**src/rtl/uart_mem_master.sv**
```systemverilog
// Host-side initiator for the UART byte memory-access protocol: turns single
// read/write requests into command bytes and returns the read response byte.
module uart_mem_master #(
   parameter int AddrWidth     = 7,
   parameter int DataSize      = 8,
   parameter int TimeoutCycles = 1562500
) (
   input  logic                 i_clk,
   input  logic                 i_rst_n,
   input  logic                 i_req_valid,
   output logic                 o_req_ready,
   input  logic                 i_req_write,
   input  logic [AddrWidth-1:0] i_req_addr,
   input  logic [DataSize-1:0]  i_req_wdata,
   output logic                 o_rsp_valid,
   input  logic                 i_rsp_ready,
   output logic [DataSize-1:0]  o_rsp_rdata,
   output logic                 o_rsp_error,
   output logic                 o_tx_valid,
   input  logic                 i_tx_ready,
   output logic [DataSize-1:0]  o_tx_data,
   input  logic                 i_rx_valid,
   output logic                 o_rx_ready,
   input  logic [DataSize-1:0]  i_rx_data,
   output logic                 o_busy,
   output logic                 o_stray
);

   localparam int CntW = $clog2(TimeoutCycles);

   typedef enum logic [2:0] {
      IDLE,
      SEND_CMD,
      SEND_DATA,
      WAIT_RSP,
      RSP_OUT
   } state_t;

   state_t              state;
   logic                req_write;
   logic [DataSize-1:0] req_wdata;
   logic [CntW-1:0]     cnt;

   // All outputs are registered; each transition sets the outputs of the state it enters.
   always_ff @(posedge i_clk or negedge i_rst_n) begin
      if (!i_rst_n) begin
         state       <= IDLE;
         o_req_ready <= 1'b1;
         o_rx_ready  <= 1'b1;
         o_rsp_valid <= 1'b0;
         o_rsp_rdata <= '0;
         o_rsp_error <= 1'b0;
         o_tx_valid  <= 1'b0;
         o_tx_data   <= '0;
         o_busy      <= 1'b0;
         o_stray     <= 1'b0;
         req_write   <= 1'b0;
         req_wdata   <= '0;
         cnt         <= '0;
      end else begin
         o_stray <= 1'b0;
         case (state)
            IDLE: begin
               if (i_rx_valid && o_rx_ready) o_stray <= 1'b1;
               if (i_req_valid && o_req_ready) begin
                  req_write   <= i_req_write;
                  req_wdata   <= i_req_wdata;
                  o_tx_valid  <= 1'b1;
                  o_tx_data   <= {i_req_write, i_req_addr};
                  o_req_ready <= 1'b0;
                  o_rx_ready  <= 1'b0;
                  o_busy      <= 1'b1;
                  state       <= SEND_CMD;
               end
            end
            SEND_CMD: begin
               if (i_tx_ready) begin
                  if (req_write) begin
                     o_tx_data <= req_wdata;
                     state     <= SEND_DATA;
                  end else begin
                     o_tx_valid <= 1'b0;
                     o_rx_ready <= 1'b1;
                     cnt        <= '0;
                     state      <= WAIT_RSP;
                  end
               end
            end
            SEND_DATA: begin
               if (i_tx_ready) begin
                  o_tx_valid  <= 1'b0;
                  o_req_ready <= 1'b1;
                  o_rx_ready  <= 1'b1;
                  o_busy      <= 1'b0;
                  state       <= IDLE;
               end
            end
            WAIT_RSP: begin
               // A byte arriving on the final counted cycle takes priority over the timeout.
               if (i_rx_valid) begin
                  o_rsp_rdata <= i_rx_data;
                  o_rsp_error <= 1'b0;
                  o_rsp_valid <= 1'b1;
                  o_rx_ready  <= 1'b0;
                  state       <= RSP_OUT;
               end else if (cnt == CntW'(TimeoutCycles - 1)) begin
                  o_rsp_rdata <= '0;
                  o_rsp_error <= 1'b1;
                  o_rsp_valid <= 1'b1;
                  o_rx_ready  <= 1'b0;
                  state       <= RSP_OUT;
               end else begin
                  cnt <= cnt + 1'b1;
               end
            end
            RSP_OUT: begin
               if (i_rsp_ready) begin
                  o_rsp_valid <= 1'b0;
                  o_req_ready <= 1'b1;
                  o_rx_ready  <= 1'b1;
                  o_busy      <= 1'b0;
                  state       <= IDLE;
               end
            end
            default: begin
               o_tx_valid  <= 1'b0;
               o_rsp_valid <= 1'b0;
               o_req_ready <= 1'b1;
               o_rx_ready  <= 1'b1;
               o_busy      <= 1'b0;
               state       <= IDLE;
            end
         endcase
      end
   end

endmodule
```
**config.mk**
```make
export PLATFORM = sky130hd
export DESIGN_NAME = uart_mem_master
export DESIGN_NICKNAME = d
export VERILOG_FILES = /design/src/rtl/uart_mem_master.sv
export SDC_FILE = /design/constraint.sdc
export NUM_CORES = 1
export LEC_CHECK = 0
export CAP_MARGIN = 40
export CELL_PAD_IN_SITES_DETAIL_PLACEMENT = 0
export CELL_PAD_IN_SITES_GLOBAL_PLACEMENT = 1
export CORE_UTILIZATION = 52
export CTS_CLUSTER_DIAMETER = 120
export DETAILED_ROUTE_END_ITERATION = 10
export DONT_BUFFER_PORTS = 1
export GPL_ROUTABILITY_DRIVEN = 0
export PLACE_DENSITY_LB_ADDON = 0.1
export SYNTH_ARGS = -nofsm -noshare
export SYNTH_HDL_FRONTEND = slang
export SYNTH_SLANG_ARGS = --single-unit
export TNS_END_PERCENT = 1
```
**constraint.sdc**
```tcl
create_clock -name i_clk -period 3.1 [get_ports i_clk]
set_input_delay 0.775 -clock i_clk [delete_from_list [all_inputs] [get_ports i_clk]]
set_output_delay 0.775 -clock i_clk [all_outputs]
set_load 0.03 [all_outputs]
```
==> impl_results.md <==
* Max cap viols at 0
* Worst path arrival time at 2.47 ns
* Core footprint at 0.005107 sq mm
* Netlist cell types at 51
* Reg clk slew, reported paths at 0.11 ns
* Die area at 0.005571 sq mm
* Vias at 2,008
* R2r setup slk at 0.82 ns
* Worst Tran Pin Value at 0.6031 ns
* RSZ-0062 raised after global routing: false
* CP bufs+invs at 2
* TritonCTS clock tree: yes
* Share of Yosys cell area claimed by the top area cell type at 49.25%
* Final setup TNS at 0 ns
* Clock Power Share at 15.7%
* Hold-fix buffers, CTS at 0
* Area of the mapped netlist at 0.002744 sq mm
* Top post-synthesis cells by area: dfrtp_1 49%, a21oi_1 5.3%, mux2_2 3.7%, mux2i_1 3.6%, nor2_1 3.1%
* DPL Wire Length at 3.777 mm
* Clk sinks at 56
* Final Hold Viols at 0
* DP Worst Slack at 0.8464 ns
* Crit-path max FO at 29
* Async S/R FF share, synth at 100.0%
* Critical Path RT at 3.29 ns
* Part of the power in registers at 54.8%
* Post-synthesis sequential area ratio at 51.16%
* Worst setup EP type: flop
* Htree depth at 2
* DR WL/cell at 16.80 microns
* Initial DRT Pass Iterations at 4
* Yosys Warn Count at 0
* Post-synth EDFFs at 0
* Slowest-stage cell, CP: dfrtp_1
* Static leakage at 1.284 nW
* VDD IR-drop max at 458.1 uV
* Die H at 74.64 microns
* Vias in the first global route at 1,770
* Yosys reg bits at 56
* WHS at 0.1389 ns
* Startpoint types: flop
* P_sw at 1.156 mW
* Worst-path cell chain: inv_2 > or2_0 > a211oi_2 > buf_4 > a21o_1 > a31oi_1
* Critical path class: reg -> reg
* Clock Latency Late Sink at 0.32 ns
* Fin nets at 290
* Area grow syn2layout at 5.335%
* DRC viols at 0
* Cell Pwr Density at 926.1 mW/mm^2
* Vias per cell at 6.085
* Syn Inst Count at 261
* Final setup margin at 0.8185 ns
* Main synth FF type: dfrtp_1
* N_diodes at 0
* Initial Util at 53.72%
* Die Wd at 74.64 microns
* Max stage delay on crit path at 0.55 ns
* Cell with the most instances after synthesis: dfrtp_1
* GRT Util Overall at 20.81%
* Mapped Avg Cell Area at 10.51 sq um
* Yosys top cell by area: dfrtp_1
* Site row count at 26
* Routed Antenna Nets at 0
* Type of the worst min-delay path: in -> async
* Final period utilization at 73.60%
* Max clock buf depth at 2
* CTS buffer count at 5
* Status: finished clean
* Total power at 2.677 mW
* Gr ovfl total at 0
* Post-layout min period at 2.282 ns
* IO Count at 53
* Initial antenna violation count at 0
* Drt total wl at 5.544 mm
* Share of cells above drive strength 1 at 11.92%
* CP top delay family: compound AO/OA/AOI/OAI gates
* Final setup viols at 0
* R2r endpoint: cnt[5]$_DFFE_PN0P_
* Root Buffer: clkbuf_8
* Synth Net Count at 292
* Internal power at 1.520 mW
* IO Port Bufs at 0
* Fmax at 438.3 MHz
* R2R depth at 6
* First-pass GRT wire length at 8.756 mm
* Rel. slew slack at 59.42%
* Synth cell count leaders: 54 x dfrtp_1, 29 x a21oi_1, 23 x nor2_1
* Largest net degree at the start of global routing at 57
* Sw Share at 43.21%
* Comb power frac at 29.5%
* Post-CTS setup buffer count at 0
* Post_cts resized at 0
* Final Skew at 0.01111 ns
* Max Slew Vio Count at 0
* Worst r2r src: state[1]$_DFFE_PN0P_
* DRT iter0 DRCs at 147
power by group through the flow:
stage	registers, mW	logic (mW)	clock network [mW]
after global placement	1.48	0.778	0
after detailed placement	1.48	0.796	0
after floorplan	1.39	0.699	0
final	1.47	0.790	0.420
after global routing	1.51	0.879	0.458
after CTS	1.47	0.800	0.440
cell usage in the layout (no fill, tap or decap), drive strengths merged, types with 2 or more instances in the layout:
cell type,synthesis,layout
o31ai,2,2
inv,4,5
nor2,23,23
buf,11,5
nor4,2,2
dfstp,2,2
o21ai,7,7
nor2b,2,2
a221o,5,5
nand3,7,7
a221oi,2,2
clkbuf,3,5
mux2i,10,10
dfrtp,54,54
nand2b,4,4
a211o,4,4
nand4,7,7
a211oi,2,2
and2,2,2
nand3b,2,2
and3,11,11
a31oi,6,6
mux2,9,9
nor3,6,6
a21o,2,2
o21a,4,4
a21oi,29,29
nand2,11,11
a22o,9,9
nor3b,5,5
registers in the layout (all words and copies together) (netlist names):
name / count
cnt: 21
o_rsp_error: 1
o_tx_valid: 1
o_rx_ready: 1
o_tx_data: 8
o_busy: 1
o_rsp_rdata: 8
state: 3
req_write: 1
o_stray: 1
o_req_ready: 1
o_rsp_valid: 1
req_wdata: 8
routing by layer:
layer / global-route usage (%) / part of all wire, % / up-vias
li1: - / - / 975
met1: 29.70 / 48 / 965
met2: 31.93 / 45 / 63
met3: 4.953 / 6.0 / 5
met4: 5.660 / 0.99 / 0
met5: 0 / 0 / -
metrics by stage:
stage | utilization [%] | instance area, sq um | cells
floorplan | - | 2744 | 261
global placement | 54.70 | 2794 | 322
detailed placement | 54.70 | 2794 | 322
CTS | 56.59 | 2890 | 330
global route | 56.59 | 2890 | 330
finish | 56.59 | 2890 | 330
area by class of cell:
type	instances	area (sq um)
clock buffers	5	68.82
inverters	4	15.01
clock inverters	3	27.53
repair buffers	5	37.54
well taps	70	87.58
flip-flops and latches	56	1404
multi-input cells	187	1250
fillers	482	2217
kinds of logic (layout without fill, tap and decap cells):
logic type	count (synthesis)	in the layout	synth area share, %
buffers and inverters	18	17	3.283
DFF	56	56	51.16
adders and majority gates	1	1	0.4559
AOI/OAI and AO/OA	78	78	19.24
muxes	19	19	7.342
and+or+nand+nor	89	89	18.51
how the worst max path moves through the flow:
stage | start | to | slack, ns | cells after the start
detailed placement | state[2]$_DFFE_PN0P_ | cnt[8]$_DFFE_PN0P_ | 0.85 | 6
floorplan | cnt[11]$_DFFE_PN0P_ | cnt[19]$_DFFE_PN0P_ | 1.20 | 6
global route | state[1]$_DFFE_PN0P_ | cnt[5]$_DFFE_PN0P_ | 0.62 | 6
finish | state[1]$_DFFE_PN0P_ | cnt[5]$_DFFE_PN0P_ | 0.82 | 6
global placement | state[2]$_DFFE_PN0P_ | cnt[5]$_DFFE_PN0P_ | 0.85 | 6
CTS | state[1]$_DFFE_PN0P_ | cnt[5]$_DFFE_PN0P_ | 0.81 | 6
Note: power is estimated with default switching activity, not from simulation.
